<file path="src/rtl/uart_pkg.sv">
// Shared UART constants and the receiver state encoding.
// Default baud timing is derived here so the transmitter and receiver agree.
// The rx state codes are plain 3-bit constants so that older tools,
// which do not read enums, can use them too.
package uart_pkg;

  localparam int UART_CLK_FREQ = 50_000_000;
  localparam int UART_BAUD     = 115_200;
  localparam int DATA_BITS     = 8;

  // Whole clocks per bit period, truncated.
  function automatic int calc_bit_clks(input int clk_freq, input int baud);
    return clk_freq / baud;
  endfunction

  localparam int UART_BIT_CLKS  = calc_bit_clks(UART_CLK_FREQ, UART_BAUD);
  localparam int UART_HALF_CLKS = UART_BIT_CLKS / 2;

  // Receiver states
  localparam logic [2:0] RX_IDLE  = 3'd0;
  localparam logic [2:0] RX_START = 3'd1;
  localparam logic [2:0] RX_DATA  = 3'd2;
  localparam logic [2:0] RX_STOP  = 3'd3;
  localparam logic [2:0] RX_BREAK = 3'd4;

endpackage

</file>
<file path="src/rtl/uart_sync2.sv">
// Two-flop synchronizer for one asynchronous input.
// Both flops reset to 1, which is the idle level of a UART line, so a
// reset never produces a false start edge.
// Ports:
//   clk   - system clock, rising edge
//   rst_b - synchronous reset, active-low
//   d     - asynchronous input
//   q     - synchronized output
module uart_sync2 (
  input  logic clk,
  input  logic rst_b,
  input  logic d,
  output logic q
);

  logic meta;

  always_ff @(posedge clk) begin
    if (!rst_b) begin
      meta <= 1'b1;
      q    <= 1'b1;
    end else begin
      meta <= d;
      q    <= meta;
    end
  end

endmodule

</file>
<file path="src/rtl/rx_uart.sv">
// UART receiver, 8N1, LSB first, idle-high line.
// The line is synchronized, the start bit is confirmed at its middle, and
// each data bit and the stop bit are sampled at mid-bit. Good bytes are
// written to the RX FIFO; framing errors and overruns are flagged with
// one-cycle pulses.
// Ports:
//   Clk          - system clock, rising edge
//   RstB         - synchronous reset, active-low
//   SerialDataIn - asynchronous serial line, idle high
//   RxFfFull     - RX FIFO full, looked at only when the stop bit is sampled
//   RxFfWrEn     - one-cycle FIFO write strobe
//   RxFfWrData   - received byte, valid while RxFfWrEn is high
//   RxFrameErr   - one-cycle pulse: stop bit sampled low
//   RxOverrun    - one-cycle pulse: good byte dropped because FIFO full
module rx_uart
  import uart_pkg::*;
#(
  parameter int CLK_FREQ  = UART_CLK_FREQ,
  parameter int BAUD      = UART_BAUD,
  parameter int BIT_CLKS  = calc_bit_clks(CLK_FREQ, BAUD),
  parameter int HALF_CLKS = BIT_CLKS / 2
) (
  input  logic                 Clk,
  input  logic                 RstB,
  input  logic                 SerialDataIn,
  input  logic                 RxFfFull,
  output logic                 RxFfWrEn,
  output logic [DATA_BITS-1:0] RxFfWrData,
  output logic                 RxFrameErr,
  output logic                 RxOverrun
);

  localparam int CNT_W = $clog2(BIT_CLKS);

  localparam logic [CNT_W-1:0] BIT_LAST  = CNT_W'(BIT_CLKS - 1);
  localparam logic [CNT_W-1:0] HALF_LAST = CNT_W'(HALF_CLKS - 1);
  localparam logic [2:0]       IDX_LAST  = 3'(DATA_BITS - 1);

  logic                 rxs;
  logic [2:0]           state;
  logic [CNT_W-1:0]     cnt;
  logic [2:0]           idx;
  logic [DATA_BITS-1:0] shreg;
  logic                 bit_end;

  uart_sync2 u_sync (
    .clk   (Clk),
    .rst_b (RstB),
    .d     (SerialDataIn),
    .q     (rxs)
  );

  // Terminal count of a full bit period; it marks the mid-bit sample point
  // because the count started at the middle of the start bit.
  assign bit_end = (cnt == BIT_LAST);

  // Control: state, counters and the one-cycle output pulses
  always_ff @(posedge Clk) begin
    if (!RstB) begin
      state      <= RX_IDLE;
      cnt        <= '0;
      idx        <= '0;
      RxFfWrEn   <= 1'b0;
      RxFfWrData <= '0;
      RxFrameErr <= 1'b0;
      RxOverrun  <= 1'b0;
    end else begin
      RxFfWrEn   <= 1'b0;
      RxFrameErr <= 1'b0;
      RxOverrun  <= 1'b0;
      case (state)
        RX_IDLE: begin
          if (!rxs) begin
            state <= RX_START;
            cnt   <= '0;
          end
        end
        RX_START: begin
          if (cnt == HALF_LAST) begin
            cnt <= '0;
            idx <= '0;
            // A line that is high again at mid-start was only a glitch.
            state <= rxs ? RX_IDLE : RX_DATA;
          end else begin
            cnt <= cnt + CNT_W'(1);
          end
        end
        RX_DATA: begin
          if (bit_end) begin
            cnt <= '0;
            if (idx == IDX_LAST) begin
              state <= RX_STOP;
            end else begin
              idx <= idx + 3'd1;
            end
          end else begin
            cnt <= cnt + CNT_W'(1);
          end
        end
        RX_STOP: begin
          if (bit_end) begin
            cnt <= '0;
            if (rxs) begin
              if (RxFfFull) begin
                RxOverrun <= 1'b1;
              end else begin
                RxFfWrEn   <= 1'b1;
                RxFfWrData <= shreg;
              end
              // Back in IDLE at mid-stop so a following start edge is never missed.
              state <= RX_IDLE;
            end else begin
              RxFrameErr <= 1'b1;
              state      <= RX_BREAK;
            end
          end else begin
            cnt <= cnt + CNT_W'(1);
          end
        end
        RX_BREAK: begin
          // A held-low line must return high before a new frame can start.
          if (rxs) begin
            state <= RX_IDLE;
          end
        end
        default: state <= RX_IDLE;
      endcase
    end
  end

  // Data: shift register, LSB first; every bit is rewritten before use
  always_ff @(posedge Clk) begin
    if (state == RX_DATA && bit_end) begin
      shreg[idx] <= rxs;
    end
  end

endmodule

</file>
<file path="config.mk">
export PLATFORM = sky130hd
export DESIGN_NAME = rx_uart
export DESIGN_NICKNAME = d
export VERILOG_FILES = /design/src/rtl/uart_pkg.sv /design/src/rtl/uart_sync2.sv /design/src/rtl/rx_uart.sv
export SDC_FILE = /design/constraint.sdc
export NUM_CORES = 1
export LEC_CHECK = 0
export CAP_MARGIN = 20
export CORE_MARGIN = 4
export CORE_UTILIZATION = 55
export DETAILED_ROUTE_END_ITERATION = 8
export HOLD_SLACK_MARGIN = 0.02
export PLACE_DENSITY = 0.77
export SYNTH_ARGS = -nofsm -noshare
export SYNTH_HDL_FRONTEND = slang
export SYNTH_SLANG_ARGS = --single-unit
</file>
<file path="constraint.sdc">
create_clock -name Clk -period 6.3 [get_ports Clk]
set_clock_uncertainty 0.15 [all_clocks]
set_input_delay 0.63 -clock Clk [delete_from_list [all_inputs] [get_ports Clk]]
set_output_delay 0.63 -clock Clk [all_outputs]
set_load 0.02 [all_outputs]
</file>
# Word level (Yosys, flattened, before mapping)
# Index checks and enable logic that the tools add are counted.
[totals] regBits=36 in_bits=4 output_inout_bits=11 elab_cells=64
[op_classes] addsub=2 magnitude_cmp=2 eq_ne=14 muxes=23 bitwise_logic=1 n_reduce_logical=12
[op_table] cell="3-bit two-way mux" n=10
[op_table] cell="9-bit two-way mux" n=3
[op_table] cell="9-bit case mux with 3 select lines" n=1
[op_table] cell="3-bit case mux with 5 select lines" n=1
[op_table] cell="2-bit != test, second input constant" n=6
[op_table] cell="4-bit AND reduction" n=3
[op_table] cell="9-bit by 1-bit adder with 9-bit output, second input constant" n=1
[op_table] cell="9-bit by 8-bit equality test with 1-bit output, second input constant" n=1
[op_table] cell="9-bit equality test, second input constant" n=1
[op_table] cell="8-bit bitwise mux" n=1
[op_table] cell="3-bit by 2-bit equality test with 1-bit output, second input constant" n=2
[op_table] cell="3-bit equality test, second input constant" n=2
[op_table] cell="3-bit case mux with 2 select lines" n=1
[op_table] cell="6-bit AND reduction" n=1
[op_table] cell="3-bit by 4-bit less-than comparator with 1-bit output, second input constant" n=1
[op_table] cell="1-bit two-way mux" n=4
[op_table] cell="3-bit by 1-bit adder with 3-bit output, second input constant" n=1
[op_table] cell="1-bit demux with 3-bit select" n=1
[op_table] cell="3-bit by 1-bit equality test with 1-bit output, second input constant" n=1
[op_table] cell="3-bit by 1-bit greater-or-equal comparator with 1-bit output, second input constant" n=1
[op_table] cell="3-bit zero test" n=1
[op_table] cell="3-bit AND reduction" n=1
[op_table] cell="3-bit nonzero test" n=1
[op_table] cell="1-bit logical AND" n=2
[op_table] cell="6 further kinds" n=6

# Depth between registers and ports, before layout
[depth] depth_word=5 mapped_depth=9 mapped_depth_nobuf=7

# Modules after synthesis
# From an unflattened synthesis, not the netlist that was laid out.
[unflattened] cells_unflattened=188 area_unflattened_um2=1705.4
[modules_own_cells] module="rx_uart" instances=1 cells_each=184 area_each_um2=1652.8 seq_area_each_um2=760.7
[modules_own_cells] module="uart_sync2" instances=1 cells_each=4 area_each_um2=52.6 seq_area_each_um2=40.0

# Worst setup path after synthesis
# No wires, ideal clock.
[synth_timing] path_kind="register -> register" start="register cnt[2]" end="register shreg[0] (enable)" setup_ns=0.312 arrival_time_ns=1.859 t_required_ns=5.838 slack_ns=3.979 stages_incl_launch_ff=6 n_path_buf=1 synth_period_minus_slack_ns=2.321 path_cell_list="dfxtp_1 or4b_1 or3_1 buf_6 or3_1 nor3_1"
[synth_between] elab_chain_cells=2
[synth_rtl] element="start: declaration" line_no="rx_uart.sv:41" text="logic [CNT_W-1:0] cnt;"
[synth_rtl] element="start signal: assignment" line_no="rx_uart.sv:85" text="cnt <= cnt + CNT_W'(1);"
[synth_rtl] element="start signal: assignment" line_no="rx_uart.sv:97" text="cnt <= cnt + CNT_W'(1);"
[synth_rtl] element="start signal: assignment" line_no="rx_uart.sv:117" text="cnt <= cnt + CNT_W'(1);"
[synth_rtl] element="9-bit equality test" line_no="rx_uart.sv:55" text="assign bit_end = (cnt == BIT_LAST);"
[synth_rtl] element="1-bit logical AND" line_no="rx_uart.sv:133" text="if (state == RX_DATA && bit_end) begin"
[synth_rtl] element="end signal: indexed assignment" line_no="rx_uart.sv:134" text="shreg[idx] <= rxs;"
[synth_rtl] element="end: declaration" line_no="rx_uart.sv:43" text="logic [DATA_BITS-1:0] shreg;"
# No other way between the ends.
# A chain may end at the register's enable or synchronous reset.

# Worst setup path after layout
[layout_timing] start="register cnt[2]" end="register RxFfWrData[6]"
[layout_between] elab_chain_cells=2
[layout_rtl] element="9-bit equality test" line_no="rx_uart.sv:55"
[layout_rtl] element="4-bit AND reduction (no source line)"
[layout_rtl] element="end signal: assignment" line_no="rx_uart.sv:108" text="RxFfWrData <= shreg;"
[layout_rtl] element="end: declaration" line_no="rx_uart.sv:28" text="output logic [DATA_BITS-1:0] RxFfWrData,"
# No other way between the ends.

==> flow_results.xml <==
<?xml version="1.0" encoding="UTF-8"?>
<metrics>
  <group name="yosys">
    <metric name="synth_seq_cells" unit="">36</metric>
    <metric name="postSynthNetCount" unit="">187</metric>
    <metric name="synth_cells" unit="">178</metric>
    <metric name="portion_of_the_post_synthesis_area_used_by_sequential_elements" unit="%">47.9</metric>
    <metric name="ys_types" unit="">38</metric>
    <metric name="synth-warning-count" unit="">0</metric>
    <metric name="syn_area" unit="sq um">1670</metric>
    <metric name="postSynthAreaPerCell" unit="sq um">9.40</metric>
  </group>
  <group name="detailed_routing">
    <metric name="drc_errors" unit="">0</metric>
    <metric name="antenna_violating_nets_left" unit="">0</metric>
    <metric name="routed_wire_length_per_instance" unit="microns">13.8</metric>
    <metric name="routed_wl" unit="mm">3.09</metric>
    <metric name="detailedRoute.firstIterationViolations" unit="">79</metric>
    <metric name="via_count" unit="">1263</metric>
    <metric name="drt-vias-per-instance" unit="">5.64</metric>
    <metric name="detail_route.first_pass.iterations" unit="">4</metric>
  </group>
  <group name="hold_path">
    <metric name="hold_path.startpoint" unit="">u_sync.meta$_SDFF_PN1_</metric>
    <metric name="type_of_the_worst_min_delay_path" unit="">register to register</metric>
    <metric name="hold_end" unit="">u_sync.q$_SDFF_PN1_</metric>
    <metric name="holdPathStages" unit="">1</metric>
  </group>
  <group name="worst_setup_path">
    <metric name="regToRegSetupSlack" unit="ps">3600</metric>
    <metric name="critPathMaxStageDelay" unit="ps">690</metric>
    <metric name="worst_setup_path_end_kind" unit="">register</metric>
    <metric name="crit_arrival" unit="ps">2790</metric>
    <metric name="crit_path_cell_trace" unit="">or4b_1 &gt; or3_1 &gt; nor4b_4 &gt; mux2i_1 &gt; nor2_1</metric>
    <metric name="startpoint_type" unit="">register</metric>
    <metric name="critical_path_required" unit="ps">6390</metric>
    <metric name="worstPathBufferInverterCount" unit="">0</metric>
    <metric name="rr_startpoint" unit="">cnt[2]$_SDFFE_PN0P_</metric>
    <metric name="worstSetupPathType" unit="">register to register</metric>
    <metric name="timing.critical_path.max_delay_family" unit="">simple AND/OR/NAND/NOR gates</metric>
    <metric name="worst_r2r_path_depth" unit="">5</metric>
    <metric name="timing.critical_path.slowest_stage_cell" unit="">sky130_fd_sc_hd__nor4b_4</metric>
    <metric name="regToRegEndpoint" unit="">RxFfWrData[6]$_SDFFE_PN0P_</metric>
    <metric name="critical_path.max_fanout" unit="">8</metric>
  </group>
  <group name="final_layout">
    <metric name="area_growth_syn_to_layout" unit="%">13.2</metric>
    <metric name="n_antenna_cell" unit="">0</metric>
    <metric name="share_of_cells_above_drive_strength_1" unit="%">7.25</metric>
    <metric name="combined_area_of_the_multi_input_logic_cells" unit="sq um">818</metric>
    <metric name="utilization" unit="%">67.0</metric>
    <metric name="n_fill_cell" unit="">242</metric>
    <metric name="finish.net_count" unit="">201</metric>
    <metric name="final-seq-area" unit="sq um">801</metric>
  </group>
  <group name="grt">
    <metric name="grt_overflow" unit="">0</metric>
    <metric name="grt_pass1_wl" unit="mm">5.39</metric>
    <metric name="largest_net_degree_at_the_start_of_global_routing" unit="">27</metric>
    <metric name="grt_antenna_before_repair" unit="">0</metric>
    <metric name="global_route.usage.total" unit="%">17.2</metric>
    <metric name="first_global_vias" unit="">1213</metric>
  </group>
  <group name="run_status">
    <metric name="status" unit="">complete, no violations</metric>
  </group>
  <group name="place">
    <metric name="place.detailed.hpwl" unit="mm">2.17</metric>
    <metric name="port-buffer-count" unit="">14</metric>
    <metric name="gp_congestion" unit="">0.889</metric>
  </group>
  <group name="sta">
    <metric name="slew_headroom" unit="%">44.6</metric>
    <metric name="setup_viol" unit="">0</metric>
    <metric name="timing_limited_maximum_frequency" unit="MHz">370</metric>
    <metric name="worst_pin_slew" unit="ps">828</metric>
    <metric name="final.setup.tns" unit="ps">0</metric>
    <metric name="grt_setup_unrepaired" unit="">no</metric>
    <metric name="finalCriticalPeriod" unit="ps">2700</metric>
    <metric name="maxSlewViolCount" unit="">0</metric>
    <metric name="final.period_utilization" unit="%">42.9</metric>
    <metric name="final_hold_violations" unit="">0</metric>
  </group>
  <group name="clocking">
    <metric name="htree_num_levels" unit="">2</metric>
    <metric name="clock_tree.buffer_depth" unit="">2</metric>
    <metric name="clkSinkCount" unit="">36</metric>
    <metric name="clk_latency" unit="ps">350</metric>
    <metric name="numCtsBuffers" unit="">5</metric>
    <metric name="ctsRootBufferMaster" unit="">sky130_fd_sc_hd__clkbuf_4</metric>
    <metric name="worst_setup_hold_path_clk_slew" unit="ps">100</metric>
    <metric name="cts.hold.buffers_added" unit="">0</metric>
    <metric name="clock_tree_from_tritoncts" unit="">yes</metric>
    <metric name="post-cts-setup-buffers" unit="">0</metric>
    <metric name="postCtsResizedCells" unit="">0</metric>
  </group>
  <group name="floorplan">
    <metric name="num_rows" unit="">19</metric>
    <metric name="initial_utilization" unit="%">59.1</metric>
    <metric name="design.portCount" unit="">15</metric>
    <metric name="core-area" unit="sq um">2830</metric>
    <metric name="fp.dieW" unit="microns">63.2</metric>
    <metric name="die_area" unit="sq um">3990</metric>
    <metric name="die_h" unit="microns">63.2</metric>
  </group>
  <group name="power_and_ir_drop">
    <metric name="p_total" unit="mW">0.427</metric>
    <metric name="irDropWorstVdd" unit="uV">155</metric>
    <metric name="cellPowerDensity" unit="nW/um^2">225</metric>
    <metric name="leakagePower" unit="nW">0.646</metric>
  </group>
  <group name="flow_run">
    <metric name="drv.max_cap_violation_count" unit="">0</metric>
  </group>
</metrics>
-- cells by family after synthesis --
| group | Yosys count | share of synthesized area (%) |
|---|---|---|
| buffers and inverters | 10 | 3.22 |
| and+or+nand+nor | 96 | 30.0 |
| adders and majority gates | 5 | 3.74 |
| DFF | 36 | 47.9 |
| AOI/OAI and AO/OA | 17 | 6.81 |
| muxes | 14 | 8.38 |
-- final cells by class --
cell class              count  area share (%)
multi-input cells         132            43.2
clock buffers               6            2.71
well taps                  31            2.05
repair buffers             14            7.40
inverters                   3           0.594
flip-flops and latches     36            42.3
clock inverters             2            1.78
-- cell usage in the layout (no fill, tap or decap), types with 4 or more instances in the layout --
cell type,n
sky130_fd_sc_hd__nor2b_1,8
sky130_fd_sc_hd__mux2i_1,14
sky130_fd_sc_hd__o21ai_0,4
sky130_fd_sc_hd__nor2_1,21
sky130_fd_sc_hd__clkdlybuf4s50_1,14
sky130_fd_sc_hd__nand2_1,27
sky130_fd_sc_hd__ha_1,5
sky130_fd_sc_hd__dfxtp_1,28
sky130_fd_sc_hd__edfxtp_1,8
sky130_fd_sc_hd__a31oi_1,5
sky130_fd_sc_hd__nand3_1,10
sky130_fd_sc_hd__clkbuf_4,5
sky130_fd_sc_hd__nand2b_1,4
-- report_power, final --
| group | internal, mW | leakage, nW | switching, mW |
|---|---|---|---|
| combinational | 0.00837 | 0.304 | 0.0114 |
| sequential | 0.237 | 0.296 | 0.00239 |
| clock | 0.0931 | 0.0459 | 0.0750 |
-- sequential cells by signal (all words and copies together), names as in the netlist --
signal	count
cnt	9
RxFfWrData	8
shreg	8
idx	3
state	3
RxFfWrEn	1
RxFrameErr	1
RxOverrun	1
u_sync.meta	1
u_sync.q	1
-- synth_stat cells --
library cell / number / area share, %
sky130_fd_sc_hd__clkbuf_1: 4 / 0.90
sky130_fd_sc_hd__buf_6: 2 / 1.3
sky130_fd_sc_hd__nor4b_1: 2 / 1.0
sky130_fd_sc_hd__a21boi_0: 1 / 0.45
sky130_fd_sc_hd__inv_1: 2 / 0.45
sky130_fd_sc_hd__buf_2: 1 / 0.30
sky130_fd_sc_hd__and3_1: 3 / 1.1
sky130_fd_sc_hd__a31oi_1: 5 / 1.9
sky130_fd_sc_hd__nor3b_1: 1 / 0.45
sky130_fd_sc_hd__nand3_1: 10 / 3.0
sky130_fd_sc_hd__a21oi_1: 1 / 0.30
sky130_fd_sc_hd__nor2_2: 1 / 0.37
sky130_fd_sc_hd__nand2_1: 27 / 6.1
sky130_fd_sc_hd__dfxtp_1: 28 / 34
sky130_fd_sc_hd__nor4b_4: 1 / 1.4
sky130_fd_sc_hd__a21o_1: 2 / 0.90
sky130_fd_sc_hd__and2b_1: 1 / 0.45
sky130_fd_sc_hd__nor2b_1: 8 / 3.0
sky130_fd_sc_hd__or3b_2: 1 / 0.52
sky130_fd_sc_hd__and2_1: 2 / 0.75
sky130_fd_sc_hd__a31o_1: 1 / 0.52
sky130_fd_sc_hd__a211o_1: 1 / 0.52
sky130_fd_sc_hd__or2_2: 3 / 1.1
sky130_fd_sc_hd__clkinv_1: 1 / 0.22
sky130_fd_sc_hd__mux2i_1: 14 / 8.4
sky130_fd_sc_hd__o21ai_0: 4 / 1.2
sky130_fd_sc_hd__a21bo_2: 1 / 0.60
sky130_fd_sc_hd__ha_1: 5 / 3.7
sky130_fd_sc_hd__nor3_1: 3 / 0.90
sky130_fd_sc_hd__edfxtp_1: 8 / 14
sky130_fd_sc_hd__or3_1: 2 / 0.75
sky130_fd_sc_hd__and4_1: 1 / 0.52
sky130_fd_sc_hd__nor2_1: 21 / 4.7
sky130_fd_sc_hd__nand2b_1: 4 / 1.5
sky130_fd_sc_hd__a22oi_1: 1 / 0.45
sky130_fd_sc_hd__nand4_1: 1 / 0.37
sky130_fd_sc_hd__or4b_1: 1 / 0.60
sky130_fd_sc_hd__nand3b_1: 3 / 1.3
-- routing by layer --
| layer | global-route usage [%] | vias to the layer above | wire length [microns] |
|---|---|---|---|
| li1 | - | 643 | - |
| met1 | 21.1 | 590 | 1450 |
| met2 | 26.6 | 22 | 1460 |
| met3 | 4.26 | 8 | 98 |
| met4 | 11.3 | 0 | 80 |
| met5 | 0 | - | 0 |
-- how the worst max path moves through the flow --
| stage | start | endpoint | depth (start not counted) |
|---|---|---|---|
| after floorplan | cnt[2]$_SDFFE_PN0P_ | shreg[0]$_DFFE_PP_ | 5 |
| after global routing | cnt[3]$_SDFFE_PN0P_ | RxFfWrData[3]$_SDFFE_PN0P_ | 5 |
| after CTS | cnt[2]$_SDFFE_PN0P_ | RxFfWrData[6]$_SDFFE_PN0P_ | 5 |
| after global placement | cnt[2]$_SDFFE_PN0P_ | RxFfWrData[3]$_SDFFE_PN0P_ | 5 |
| final | cnt[2]$_SDFFE_PN0P_ | RxFfWrData[6]$_SDFFE_PN0P_ | 5 |
| after detailed placement | cnt[2]$_SDFFE_PN0P_ | RxFfWrData[6]$_SDFFE_PN0P_ | 5 |
-- per-stage QoR --
stage               cell area [sq um]  cells  hold WS, ps  worst slack, ps
CTS                              1890    224          270             3590
detailed placement               1810    216          246             3600
finish                           1890    224          269             3600
global route                     1890    224          294             3490
floorplan                        1670    178          236             3980
global placement                 1810    216          240             3680
Power figures use the tool's default switching activity.
==> edit 1: new RTL, same settings <==
Make the reset (`RstB` and `rst_b`) asynchronous in 2 clocked blocks. Comments in the files are not updated.
--- a/src/rtl/uart_sync2.sv
+++ b/src/rtl/uart_sync2.sv
@@ -16,5 +16,5 @@
   logic meta;
 
-  always_ff @(posedge clk) begin
+  always_ff @(posedge clk or negedge rst_b) begin
     if (!rst_b) begin
       meta <= 1'b1;
--- a/src/rtl/rx_uart.sv
+++ b/src/rtl/rx_uart.sv
@@ -56,5 +56,5 @@
 
   // Control: state, counters and the one-cycle output pulses
-  always_ff @(posedge Clk) begin
+  always_ff @(posedge Clk or negedge RstB) begin
     if (!RstB) begin
       state      <= RX_IDLE;
Function: same outputs for any inputs over 10 cycles, from zero or initial values and one cycle with RstB low; that may be too few to reach the edited logic, so the function may still have changed.
==> edit 1 against the original RTL <==
Largest cell class is now flip-flops and latches; area after synthesis increased by 1.3%; critical path type unchanged; setup slack improved by 0.21 ns; global-route usage rose by 1.0 points; sequential cell count did not move; routed wire length grew 2.1%; synthesized cell count shrank 15%; final area increased by 1.6%.
Power is not compared: it rests on default switching activity, and its combinational part moved more than twofold at a synthesized area within 25%.
==> edit 1: results (changes against the original RTL) <==
[routing]
vias = 1208  ; -4.4%
wl_per_cell_um = 15.69  ; +14%
drt_iter0_drc = 55  ; -30%

[critical_path]
crit_path_top_delay_cell = a21oi_1
cp.arrival_ns = 2.60  ; -0.19 ns
critPathMaxStageDelay_ns = 0.67  ; -0.02 ns
ff2ff_path_depth = 4  ; -1
crit_start = state[1]$_DFFE_PN0P_
critPathMaxFanout = 11  ; +3
crit_end = cnt[5]$_DFFE_PN0P_
timing.rr.start = state[1]$_DFFE_PN0P_
crit_family = compound AO/OA/AOI/OAI gates

[grt]
grt_pass1_wl_um = 5651  ; +4.9%
grt_max_degree = 29  ; +7.4%
grt_pass1_vias = 1200  ; -1.1%
grt_use_total = 0.1820  ; +0.009980

[synth]
ys_warn_count = 0  ; unchanged
synth_xor_area_frac = 0.005166  ; +0.005166
synthMuxAreaShare = 0.07159  ; -0.01218
synth_common_cells = dfrtp_1, nand2_1, nor2_1
synth_compound_area_frac = 0.1026  ; +0.03452
synth-adder-area-share = 0.03690  ; -0.0004968
synth-seq-area-share = 0.5565  ; +0.07777
syn-num-nets = 160  ; -14%
ys_top_cells_by_area = dfrtp_1, edfxtp_1, mux2_2
yosysUniqueCellTypes = 41  ; +7.9%
async_flop_share = 0.7778  ; +0.7778
synth_edf_count = 8  ; unchanged

[cells_and_area]
buffers = 15  ; +1
drive_gt1_frac = 0.1647  ; +0.09217
final-clk-cell-share = 0.03056  ; -0.01435
n_all_inverters = 5  ; +2
fill_cells = 214  ; -12%
sh_seq_area = 0.4902  ; +0.06753
multi_input_cells = 106  ; -20%
final-nonclk-buf-share = 0.07672  ; +0.002747
multiInputGateArea_um2 = 716.9  ; -12%
flops_and_latches = 36  ; unchanged
clkbuf_count = 8  ; +2
final_nets = 178  ; -11%

[timing]
tightest_slew_ns = 0.9607  ; +0.1322 ns
setup_ws_ns = 3.809  ; +0.2095 ns

[worst_hold_path]
hold_end = u_sync.q$_DFF_PN1_
hold_path_depth = 0  ; -1
hp-start = u_sync.meta$_DFF_PN1_

[status]
outcome = complete, no violations

[cts]
clockRootBuffer = clkbuf_4

[place]
hpwl_um = 2262  ; +4.2%
gp_congestion = 0.8217  ; -7.5%

[power]
sw_frac_of_total = 0.2107
p_clk_uw = 129

## edit 1: cell count changes in the layout (fill, tap and decap cells not counted), sizes merged, moves of 5 or more
cell	change
a31oi	-5
dfxtp	-28
nor2b	-6
mux2i	-12
nor2	-7
mux2	+9
nand3	-8
dfrtp	+26
nand2	-7
o211ai	+5
o21ai	+5
## edit 1: layer usage
layer  vias to the layer above  wire (um)  GRT usage
li1                        585          -          -
met1                       588       1408     0.2322
met2                        27       1518     0.2803
met3                         8        169    0.06927
met4                         0         57    0.06739
met5                         -          0          0
## edit 1: metrics by stage
stage / util / cell area (um2) / hold WS [ns] / std cells
finish: 0.6746 / 1924 / 0.2158 / 201
global route: 0.6746 / 1924 / 0.2194 / 201
CTS: 0.6746 / 1924 / 0.2178 / 201
detailed placement: 0.6539 / 1866 / 0.1999 / 193
global placement: 0.6539 / 1866 / 0.2001 / 193
floorplan: - / 1695 / 0.1844 / 151
==> edit 2: new RTL, config.mk and constraints unchanged <==
Made on the original files. Change the package constant `UART_CLK_FREQ` from 50_000_000 to 25_000_000.
--- a/src/rtl/uart_pkg.sv
+++ b/src/rtl/uart_pkg.sv
@@ -5,5 +5,5 @@
 package uart_pkg;
 
-  localparam int UART_CLK_FREQ = 50_000_000;
+  localparam int UART_CLK_FREQ = 25_000_000;
   localparam int UART_BAUD     = 115_200;
   localparam int DATA_BITS     = 8;
Function: same outputs for any inputs over 10 cycles, from zero or initial values and one cycle with RstB low; that may be too few to reach the edited logic, so the function may still have changed.
==> edit 2 against the original RTL <==
Routed wire length is 3.3% higher; via count is 3.1% lower; setup slack better by 0.48 ns; final area is 5.7% lower; power is 15% lower; area after synthesis is 6.6% lower; sequential power is 3% lower; sequential cell count is 1 lower; critical endpoint is now idx[1]$_SDFFE_PN0P_; highest routed layer unchanged.
==> edit 2: results (changes against the original RTL) <==
[place]
gp_congestion = 0.7854  ; -12%
preCtsSetupSlack_ns = 3.541  ; -0.06230 ns
io_buffers = 14  ; unchanged
placed_area_um2 = 1717  ; -5.1%
hpwl_um = 2233  ; +2.9%

[cells_and_area]
final_nets = 189  ; -6.0%
reg_top3 = RxFfWrData (8), cnt (8), shreg (8)
antennaDiodeCount = 0  ; unchanged
drive_gt1_frac = 0.07143  ; -0.001110
multiInputGateArea_um2 = 742.0  ; -9.3%
fill_cells = 236  ; -2.5%

[grt]
grt_pass1_vias = 1128  ; -7.0%
grt_use_total = 0.1989  ; +0.02686
grt_pass1_wl_um = 5347  ; -0.76%
grt_max_degree = 21  ; -22%

[power]
ir_drop_uv = 239.4  ; +54%
leakagePower_nw = 0.5924  ; -8.3%
sw_frac_of_total = 0.2350  ; +0.02706

[synth]
yosysUniqueCellTypes = 31  ; -18%
ys_warn_count = 0  ; unchanged
synth-seq-area-share = 0.4996  ; +0.02092
syn-num-nets = 174  ; -7.0%
synth_common_cells = dfxtp_1, nor2_1, a21oi_1, nand2_1, mux2i_1
synth_edf_count = 8  ; unchanged
ys_top_cells_by_area = dfxtp_1, edfxtp_1, mux2i_1
synthFlopType = dfxtp_1

[routing]
wl_per_cell_um = 14.98  ; +8.7%
drt_iter0_drc = 69  ; -13%
firstDrtPassIters = 4  ; unchanged
vias = 1224  ; -3.1%

[critical_path]
crit_family = simple AND/OR/NAND/NOR gates
timing.rr.start = cnt[0]$_SDFFE_PN0P_
critPathMaxStageDelay_ns = 0.59  ; -0.10 ns
crit_path_top_delay_cell = or4_4
cp.arrival_ns = 2.35  ; -0.44 ns
critPathMaxFanout = 5  ; -3

[cts]
cts_max_path_buffers = 2  ; unchanged
clockRootBuffer = clkbuf_4
cts_buffers = 5  ; unchanged
post-cts-setup-buffers = 0  ; unchanged
htreeDepth = 2  ; unchanged
cts_resized = 0  ; unchanged

[timing]
setup_viol = 0  ; unchanged
relSlewSlack = 0.5847  ; +0.1387

[status]
outcome = complete, no violations

[worst_hold_path]
hp-start = u_sync.meta$_SDFF_PN1_

## edit 2: final timing paths
kind,end,slack [ns],depth (start not counted)
setup reg to reg,idx[1]$_SDFFE_PN0P_,4.08,6
hold / removal,u_sync.q$_SDFF_PN1_,0.28,1
setup / recovery,idx[1]$_SDFFE_PN0P_,4.08,6
hold reg to reg,u_sync.q$_SDFF_PN1_,0.28,1
## edit 2: cell families (layout without fill, tap and decap cells)
family,Yosys count,in the layout,share of synthesized area
DFF,35,35,0.4996
adders and majority gates,4,4,0.03203
and+or+nand+nor,74,74,0.2474
buffers and inverters,12,28,0.02962
AOI/OAI and AO/OA,30,30,0.1209
muxes,11,11,0.07046
## edit 2: cell type report
cell class,count,area share
clock buffers,6,0.02313
clock inverters,2,0.007008
inverters,4,0.008409
multi-input cells,119,0.4156
flip-flops and latches,35,0.4373
well taps,31,0.02172
repair buffers,16,0.08690
## edit 2: power groups by stage
stage	sequential, mW	combinational [mW]	clock, mW
final	0.232	0.0125	0.119
after CTS	0.232	0.0122	0.121
after floorplan	0.236	0.00885	0
after detailed placement	0.237	0.0121	0
after global placement	0.237	0.0118	0
after global routing	0.233	0.0138	0.134
## edit 2: stage by stage
step	hold slack (ns)	total power [mW]	std cells
after CTS	0.2812	0.3656	211
after global routing	0.3013	0.3799	213
after detailed placement	0.2525	0.2493	203
final	0.2750	0.3633	213
after global placement	0.2438	0.2488	203
after floorplan	0.2363	0.2451	166
## edit 2: layer usage
metal	vias up	track usage	wire, um
met1	582	0.2624	1495
met5	-	0	0
li1	622	-	-
met4	0	0.08050	55
met3	5	0.07757	121
met2	15	0.2915	1518
